==> config.mk <==
export PLATFORM = sky130hd
export DESIGN_NAME = operand_fetch_stage
export DESIGN_NICKNAME = d
export VERILOG_FILES = /design/src/rtl/operand_fetch_stage.sv
export SDC_FILE = /design/constraint.sdc
export NUM_CORES = 1
export LEC_CHECK = 0
export ABC_CLOCK_PERIOD_IN_PS = 4360
export CORE_UTILIZATION = 40
export CTS_BUF_LIST = sky130_fd_sc_hd__clkbuf_4 sky130_fd_sc_hd__clkbuf_8
export DETAILED_ROUTE_END_ITERATION = 6
export DONT_BUFFER_PORTS = 1
export PLACE_DENSITY = 0.64
export SYNTH_ARGS = -nofsm -noshare
export SYNTH_HDL_FRONTEND = slang
export SYNTH_SLANG_ARGS = --single-unit
export TNS_END_PERCENT = 20
==> constraint.sdc <==
create_clock -name clock -period 4.36 [get_ports clock]
set_input_delay 1.308 -clock clock [delete_from_list [all_inputs] [get_ports clock]]
set_output_delay 1.308 -clock clock [all_outputs]
set_load 0.03 [all_outputs]
==> src/rtl/operand_fetch_stage.sv <==
// Operand fetch stage: decodes sources, reads the register file, resolves operands and registers a bundle for execute.
// Define OPERAND_BYPASS_EN to resolve operands from the forwarding network; otherwise a forwarding match interlocks.

package operand_fetch_pkg;

  localparam int OPCODE_SIZE    = 4;
  localparam int CONDITION_SIZE = 3;

  // Instruction layout: opcode in [15:12]; the remaining fields depend on the opcode class.
  typedef enum logic [OPCODE_SIZE-1:0] {
    OP_NOP      = 4'd0,
    OP_ADD      = 4'd1,
    OP_SUB      = 4'd2,
    OP_AND      = 4'd3,
    OP_OR       = 4'd4,
    OP_XOR      = 4'd5,
    OP_SHIFT    = 4'd6,
    OP_LOAD     = 4'd7,
    OP_STORE    = 4'd8,
    OP_LOADC    = 4'd9,
    OP_JMP      = 4'd10,
    OP_JMPR     = 4'd11,
    OP_JMPCOND  = 4'd12,
    OP_JMPRCOND = 4'd13,
    OP_HALT     = 4'd14,
    OP_RSVD     = 4'd15
  } opcode_t;

endpackage

module operand_fetch_stage
  import operand_fetch_pkg::*;
#(
  parameter  int DATA_WIDTH = 16,
  parameter  int ADDR_WIDTH = 16,
  parameter  int GPR_COUNT  = 8,
  parameter  int FWD_PORTS  = 2,
  localparam int GPR_BITS   = $clog2(GPR_COUNT)
) (
  input  logic                            clock,
  input  logic                            reset,
  input  logic                            in_valid,
  output logic                            in_ready,
  input  logic [15:0]                     instruction,
  input  logic [ADDR_WIDTH-1:0]           pc,
  input  logic                            flush,
  output logic [GPR_BITS-1:0]             rf_addr0,
  output logic [GPR_BITS-1:0]             rf_addr1,
  input  logic [DATA_WIDTH-1:0]           rf_data0,
  input  logic [DATA_WIDTH-1:0]           rf_data1,
  input  logic [FWD_PORTS-1:0]            fwd_valid,
  input  logic [FWD_PORTS*GPR_BITS-1:0]   fwd_addr,
  input  logic [FWD_PORTS*DATA_WIDTH-1:0] fwd_data,
  input  logic                            ex_load_valid,
  input  logic [GPR_BITS-1:0]             ex_load_dest,
  output logic                            out_valid,
  input  logic                            out_ready,
  output logic [OPCODE_SIZE-1:0]          opcode,
  output logic [GPR_BITS-1:0]             dest,
  output logic [DATA_WIDTH-1:0]           op_a,
  output logic [DATA_WIDTH-1:0]           op_b,
  output logic [DATA_WIDTH-1:0]           imm,
  output logic [CONDITION_SIZE-1:0]       condition,
  output logic [ADDR_WIDTH-1:0]           out_pc
);

  typedef struct packed {
    logic [OPCODE_SIZE-1:0]    opcode;
    logic [GPR_BITS-1:0]       dest;
    logic [DATA_WIDTH-1:0]     op_a;
    logic [DATA_WIDTH-1:0]     op_b;
    logic [DATA_WIDTH-1:0]     imm;
    logic [CONDITION_SIZE-1:0] condition;
    logic [ADDR_WIDTH-1:0]     pc;
  } bundle_t;

  opcode_t                   op;
  logic [GPR_BITS-1:0]       src0;
  logic [GPR_BITS-1:0]       src1;
  logic                      use0;
  logic                      use1;
  logic [GPR_BITS-1:0]       dest_d;
  logic [DATA_WIDTH-1:0]     imm_d;
  logic [CONDITION_SIZE-1:0] cond_d;

  assign op = opcode_t'(instruction[15:12]);

  // NOTE: every output of a combinational block gets a default first, so no path leaves it unassigned and infers a latch.
  always_comb begin
    src0   = '0;
    src1   = '0;
    use0   = 1'b0;
    use1   = 1'b0;
    dest_d = '0;
    imm_d  = '0;
    cond_d = '0;
    case (op)
      OP_ADD, OP_SUB, OP_AND, OP_OR, OP_XOR: begin
        use0   = 1'b1;
        use1   = 1'b1;
        src0   = GPR_BITS'(instruction[5:3]);
        src1   = GPR_BITS'(instruction[2:0]);
        dest_d = GPR_BITS'(instruction[8:6]);
      end
      OP_SHIFT: begin
        use0   = 1'b1;
        src0   = GPR_BITS'(instruction[8:6]);
        dest_d = GPR_BITS'(instruction[8:6]);
        imm_d  = DATA_WIDTH'(instruction[5:0]);
      end
      OP_LOAD, OP_STORE: begin
        use0   = 1'b1;
        src0   = GPR_BITS'(instruction[2:0]);
        dest_d = GPR_BITS'(instruction[10:8]);
      end
      OP_LOADC: begin
        dest_d = GPR_BITS'(instruction[10:8]);
        imm_d  = DATA_WIDTH'(instruction[7:0]);
      end
      OP_JMP: begin
        use0 = 1'b1;
        src0 = GPR_BITS'(instruction[2:0]);
      end
      OP_JMPR: begin
        imm_d = DATA_WIDTH'($signed(instruction[5:0]));
      end
      OP_JMPCOND: begin
        use0   = 1'b1;
        use1   = 1'b1;
        src0   = GPR_BITS'(instruction[8:6]);
        src1   = GPR_BITS'(instruction[2:0]);
        cond_d = CONDITION_SIZE'(instruction[11:9]);
      end
      OP_JMPRCOND: begin
        use0   = 1'b1;
        src0   = GPR_BITS'(instruction[8:6]);
        imm_d  = DATA_WIDTH'($signed(instruction[5:0]));
        cond_d = CONDITION_SIZE'(instruction[11:9]);
      end
      default: ;
    endcase
  end

  assign rf_addr0 = src0;
  assign rf_addr1 = src1;

  // Forwarding match: iterate from the oldest port down so the youngest matching port wins.
  logic                  fwd_hit0;
  logic                  fwd_hit1;
  logic [DATA_WIDTH-1:0] fwd_val0;
  logic [DATA_WIDTH-1:0] fwd_val1;

  always_comb begin
    fwd_hit0 = 1'b0;
    fwd_hit1 = 1'b0;
    fwd_val0 = '0;
    fwd_val1 = '0;
    for (int i = FWD_PORTS - 1; i >= 0; i--) begin
      if (fwd_valid[i] && fwd_addr[i*GPR_BITS +: GPR_BITS] == src0) begin
        fwd_hit0 = 1'b1;
`ifdef OPERAND_BYPASS_EN
        fwd_val0 = fwd_data[i*DATA_WIDTH +: DATA_WIDTH];
`endif
      end
      if (fwd_valid[i] && fwd_addr[i*GPR_BITS +: GPR_BITS] == src1) begin
        fwd_hit1 = 1'b1;
`ifdef OPERAND_BYPASS_EN
        fwd_val1 = fwd_data[i*DATA_WIDTH +: DATA_WIDTH];
`endif
      end
    end
  end

  logic [DATA_WIDTH-1:0] op_a_d;
  logic [DATA_WIDTH-1:0] op_b_d;
  logic                  fwd_block;

`ifdef OPERAND_BYPASS_EN
  assign op_a_d    = use0 ? (fwd_hit0 ? fwd_val0 : rf_data0) : '0;
  assign op_b_d    = use1 ? (fwd_hit1 ? fwd_val1 : rf_data1) : '0;
  assign fwd_block = 1'b0;
`else
  // Without bypass a pending write to a source must land in the register file before the read.
  logic unused_fwd;
  assign unused_fwd = ^{fwd_data, fwd_val0, fwd_val1};
  assign op_a_d     = use0 ? rf_data0 : '0;
  assign op_b_d     = use1 ? rf_data1 : '0;
  assign fwd_block  = (use0 && fwd_hit0) || (use1 && fwd_hit1);
`endif

  logic load_hazard;
  logic hazard;
  logic capture;

  assign load_hazard = ex_load_valid &&
                       ((use0 && src0 == ex_load_dest) || (use1 && src1 == ex_load_dest));
  assign hazard      = load_hazard || fwd_block;
  assign in_ready    = (!out_valid || out_ready) && !hazard && !flush;
  assign capture     = in_valid && in_ready;

  bundle_t bundle_d;
  bundle_t bundle_q;

  always_comb begin
    bundle_d           = '0;
    bundle_d.opcode    = instruction[15:12];
    bundle_d.dest      = dest_d;
    bundle_d.op_a      = op_a_d;
    bundle_d.op_b      = op_b_d;
    bundle_d.imm       = imm_d;
    bundle_d.condition = cond_d;
    bundle_d.pc        = pc;
  end

  // NOTE: sequential state uses non-blocking assignments so every register samples pre-edge values.
  // NOTE: the bundle registers are reset too, so execute sees a NOP with zeroed fields after reset.
  always_ff @(posedge clock or negedge reset) begin
    if (!reset) begin
      out_valid <= 1'b0;
      bundle_q  <= '0;
    end else if (flush) begin
      out_valid <= 1'b0;
    end else if (capture) begin
      out_valid <= 1'b1;
      bundle_q  <= bundle_d;
    end else if (out_ready) begin
      out_valid <= 1'b0;
    end
  end

  assign opcode    = bundle_q.opcode;
  assign dest      = bundle_q.dest;
  assign op_a      = bundle_q.op_a;
  assign op_b      = bundle_q.op_b;
  assign imm       = bundle_q.imm;
  assign condition = bundle_q.condition;
  assign out_pc    = bundle_q.pc;

endmodule

# Word level (Yosys, flattened, before mapping)
# Index checks and enable logic that the tools add are counted.
[totals]
ff_bits = 75
inputBits = 113
output_inout_bits = 82
wordCells = 74
[classes]
n_eq_ne = 19
muxes = 16
bitwise_logic = 1
n_reduce_logical = 30
[ops]
columns = ["op", "count"]
rows = [
  ["16-bit one-hot mux with 3 select lines", 1],
  ["16-bit two-way mux", 2],
  ["4-bit equality test, second input constant", 6],
  ["3-bit equality test", 6],
  ["4-bit by 3-bit equality test with 1-bit output, second input constant", 4],
  ["1-bit logical AND", 12],
  ["6-bit OR reduction", 2],
  ["11-bit OR reduction", 1],
  ["1-bit two-way mux", 9],
  ["3-bit one-hot mux with 3 select lines", 1],
  ["3-bit OR reduction", 3],
  ["4-bit by 2-bit equality test with 1-bit output, second input constant", 2],
  ["3-bit two-way mux", 2],
  ["3-bit one-hot mux with 2 select lines", 1],
  ["5-bit OR reduction", 1],
  ["4-bit by 1-bit equality test with 1-bit output, second input constant", 1],
  ["1-bit logical OR", 4],
  ["2-bit OR reduction", 2],
  ["1-bit zero test", 3],
  ["3-bit nonzero test", 1],
  ["2-bit AND reduction", 1],
  ["1-bit NOT", 1],
]

# Longest topological paths before layout
[depth]
ltp_word = 16
mapped_depth = 11
depth_no_buf = 7

# Least setup slack after synthesis
# Ideal clock, no wire load.
[synth_path]
path_type = "input to output"
from = "in instruction[14]"
to = "out in_ready"
arrival_ns = 3.014
required_time_ns = 3.052
slack_ns = 0.038
cell_stages = 8
path_buffers = 2
cell_sequence = "buf_4 -> buf_6 -> inv_1 -> and2_1 -> o31ai_2 -> xnor2_1 -> o2111ai_2 -> o211a_1"
[synth_between]
elab_chain_cells = 13
elab_cells_between_ends = 45
cone_classes = "17 x eq/ne; 8 x mux; 20 x reduce/logical"
[synth_lines]
columns = ["element", "line", "text"]
rows = [
  ["start: declaration", "44", "input logic [15:0] instruction,"],
  ["4-bit by 1-bit equality test with 1-bit output (tied with other cells)", "97", "case (op)"],
  ["5-bit OR reduction or 3-bit OR reduction (tied branches)", "--", ""],
  ["3-bit one-hot mux with 3 select lines *", "97", ""],
  ["net rf_addr0[2]", "47", "output logic [GPR_BITS-1:0] rf_addr0,"],
  ["3-bit equality test", "159", "if (fwd_valid[i] && fwd_addr[i*GPR_BITS +: GPR_BITS] == src0) begin"],
  ["1-bit logical AND", "159", ""],
  ["1-bit two-way mux (2 in a row)", "159", ""],
  ["1-bit logical AND", "188", "assign fwd_block = (use0 && fwd_hit0) || (use1 && fwd_hit1);"],
  ["1-bit logical OR", "188", ""],
  ["1-bit logical OR *", "197", "assign hazard = load_hazard || fwd_block;"],
  ["1-bit zero test *", "198", "assign in_ready = (!out_valid || out_ready) && !hazard && !flush;"],
  ["1-bit logical AND * (2 in a row)", "198", ""],
  ["end: declaration", "43", "output logic in_ready,"],
]
# The timed path passes the listed nets; every way through them passes the cells marked *.

# Final worst setup path
[layout_path]
from = "in instruction[13]"
to = "out in_ready"
[layout_between]
elab_chain_cells = 13
elab_cells_between_ends = 45
cone_classes = "17 x eq/ne; 8 x mux; 20 x reduce/logical"
[layout_lines]
columns = ["element", "line"]
rows = [
  ["4-bit by 1-bit equality test with 1-bit output (tied with other cells)", "97"],
  ["5-bit OR reduction (tied with other cells)", "--"],
  ["3-bit one-hot mux with 3 select lines or 3-bit two-way mux (tied branches)", "97"],
  ["3-bit equality test (on tied branches)", "159, 165"],
  ["1-bit logical AND (on tied branches)", "159, 165"],
  ["1-bit two-way mux (on tied branches) (2 in a row)", "159, 165"],
  ["1-bit logical AND", "188"],
  ["1-bit logical OR", "188"],
  ["1-bit logical OR *", "197"],
  ["1-bit zero test *", "198"],
  ["1-bit logical AND * (2 in a row)", "198"],
]
# Mark *: on every way between the ends. The rest lies on a longest branch, timed or not.

==> qor.csv <==
stage,metric,value,unit
outcome,status,completed,
finish,fill count,875,
clock_network,Worst-path clk slew,80,ps
synthesis,"flops & latches, synth",68,
clock_network,Max Root-Sink Buffers,2,
setup_path,Setup crit start kind,input pin,
route,per-cell routed wire length,18.84,um
synthesis,Synth Warn #,0,
clock_network,post-CTS setup buffers,0,
synthesis,"EDFF count, synth",0,
synthesis,Synth top cells by count,"68 x dfrtp_1, 36 x nand2_1, 28 x inv_1",
finish,# diodes,0,
setup_path,critical path class,input pin to primary output,
synthesis,Mapped Cells,342,
sta,Worst-Margin Slew,1142,ps
global_routing,pin count of the biggest net entering global routing,69,
floorplan,CORE AREA,9196,um2
floorplan,die area,9840,um2
sta,Fin Clk Skew,7.228,ps
global_routing,initial antenna violation count,0,
finish,share of post-route cells with drive strength above 1,12.61,%
setup_path,startpoint of the worst register-to-register path,out_valid$_DFFE_PN0P_,
sta,Final WS setup,121.7,ps
sta,min cycle time layout,4238,ps
pwr,total power,2031,uW
synthesis,Synth top area share,45.03,%
place,Placed Instances,428,
synthesis,mean post-synth cell area,11.05,um2
sta,fin crit share,97.21,%
clock_network,Root Driver,clkbuf_8,
synthesis,Async SR Flop Fraction,100.0,%
synthesis,Netlist cell types,56,
setup_path,Buf/Inv on CP,1,
sta,slew margin rel.,23.85,%
clock_network,TritonCTS Buffers,9,
floorplan,Die Ht,99.20,um
route,post-route DRC violation count,0,
global_routing,vias in the first global route,2433,
synthesis,Synth area leaders,"dfrtp_1 45%, mux2_1 7.5%, mux2i_1 5.8%",
route,drt first pass iters,5,
finish,Finished Layout Cells,444,
synthesis,main flop type after synthesis,dfrtp_1,
global_routing,GRT Util Overall,16.84,%
setup_path,worst-path cell chain,o21ba_1 -> a221oi_4 -> o2111ai_1 -> a32oi_1 -> a22oi_2 -> o211a_1 -> buf_12,
clock_network,worst skew pair latency,330,ps
floorplan,Ports,195,
route,vias per std cell,5.741,
synthesis,"area leader, netlist",dfrtp_1,
sta,Max Slew Vio Count,0,
floorplan,Starting Density,41.09,%
place,dpl hpwl,6171,um
finish,area delta synth->final,4.934,%
clock_network,clk sinks,68,
worst_hold_path,Hold Crit Class,input pin to async pin,
place,Port Buf Inserts,0,
pwr,largest vdd supply drop,0.2677,mV
pwr,LEAKAGE,0.001843,uW
synthesis,top-count cell post-synth,dfrtp_1,
setup_path,critical path arrival,2930,ps
place,RD Place Congestion,0.7634,
sta,final hold violations,0,
setup_path,Worst Path Max Fanout,17,
clock_network,CTS tree,done,
sta,TNS Setup,0,ps
sta,RSZ-0062 raised after global routing,no,
global_routing,GRT overflow,0,
synthesis,Synthesized Nets,455,
pwr,PwrDens,512.2,nW/um2
setup_path,worst setup path startpoint,instruction[13],
route,vias,2549,
synthesis,Mapped Area,3779,um2
sta,hold slack final,664.4,ps
sta,# setup viols final,0,
setup_path,Crit path max-delay family,compound AO/OA/AOI/OAI gates,
setup_path,slowest library cell on the worst path,a221oi_4,
synthesis,register area share after synthesis,45.03,%
place,Placement Setup Slack,92.36,ps
setup_path,CP max stage delay,420,ps
route,Final ANT Viol Nets,0,
floorplan,FP Rows,35,
finish,post-layout net count,441,
run,max cap viols,0,
clock_network,H-tree depth,3,
global_routing,first-pass GRT wire length,12730,um
route,initial DRC count,107,
route,drt total wl,8366,um
setup_path,CP required,3050,ps
setup_path,CP endpoint kind,primary output,
floorplan,Die X,99.20,um
sta,Peak Freq,235.9,MHz
## state kept, by name (all words and copies together), names as in the netlist
signal	flops
condition	3
dest	3
imm	9
op_a	16
op_b	16
opcode	4
out_pc	16
out_valid	1
## cell families (layout without fill, tap and decap cells)
group | Yosys count | in the layout | synth area share (%)
flops | 68 | 68 | 45.03
mux | 51 | 51 | 14.47
simple gates | 91 | 91 | 13.84
xor+xnor | 11 | 11 | 2.550
compound gates | 62 | 62 | 14.77
buf+inv | 59 | 50 | 9.338
## worst reg2reg max path, cell delays in order, from the launching register on
cell,delay [ps]
dfrtp_1,520
nor2b_1,220
nor4b_2,400
and4b_1,670
a22o_1,260
## cells in the final DEF (no fill, tap or decap), drive strengths merged, types with 8 or more instances in the layout
cell type,instances
dfrtp,68
nand2,36
inv,30
mux2,29
mux2i,22
a22o,16
o21ai,12
xnor2,11
clkbuf,9
a32oi,8
## path summary, 6_finish.rpt
kind	cells past startpoint	slack, ps	end
worst max register to register	4	2240	op_a[10]$_DFFE_PN0P_
max in group asynchronous	0	3590	imm[14]$_DFFE_PN0P_
worst min register to register	2	680	op_b[9]$_DFFE_PN0P_
worst min-delay path	0	660	op_a[3]$_DFFE_PN0P_
worst max-delay path	7	120	in_ready
min in group clock	2	680	op_b[9]$_DFFE_PN0P_
## area by class of cell
cell class / count / area [um2] / share of cell area [%]
Tap cell: 111 / 138.9 / 3.503
Clock inverter: 7 / 98.84 / 2.493
Multi-Input combinational cell: 215 / 1725 / 43.52
Inverter: 28 / 105.1 / 2.651
Clock buffer: 9 / 123.9 / 3.124
Timing Repair Buffer: 6 / 70.07 / 1.767
Sequential cell: 68 / 1703 / 42.95
## power by group
group	leakage (uW)	internal [uW]	switching (uW)
Clock	0.000110	326	244
Combinational	0.000871	147	134
Sequential	0.000862	770	409
## routing by layer
metal  routed length, um  up-vias  global-route usage [%]
met1                3442     1244                   20.93
met2                3815      135                   26.09
li1                    -     1166                       -
met4                  25        0                   4.977
met3                1082        4                   8.082
met5                   0        -                       0
## what timing repair did
item                       in CTS  in global routing
resized for setup               0                  1
setup endpoints to repair       0                  1
hold buffers                    0                  0
## stage by stage
| step | util, % | instance area [um2] |
|---|---|---|
| 3_5_place_dp | 40.68 | 3741 |
| 3_3_place_gp | 40.68 | 3741 |
| 4_1_cts | 43.10 | 3964 |
| 5_1_grt | 43.12 | 3965 |
| 6_report | 43.12 | 3965 |
| 2_1_floorplan | - | 3779 |
Note: power is estimated with default switching activity, not from simulation.
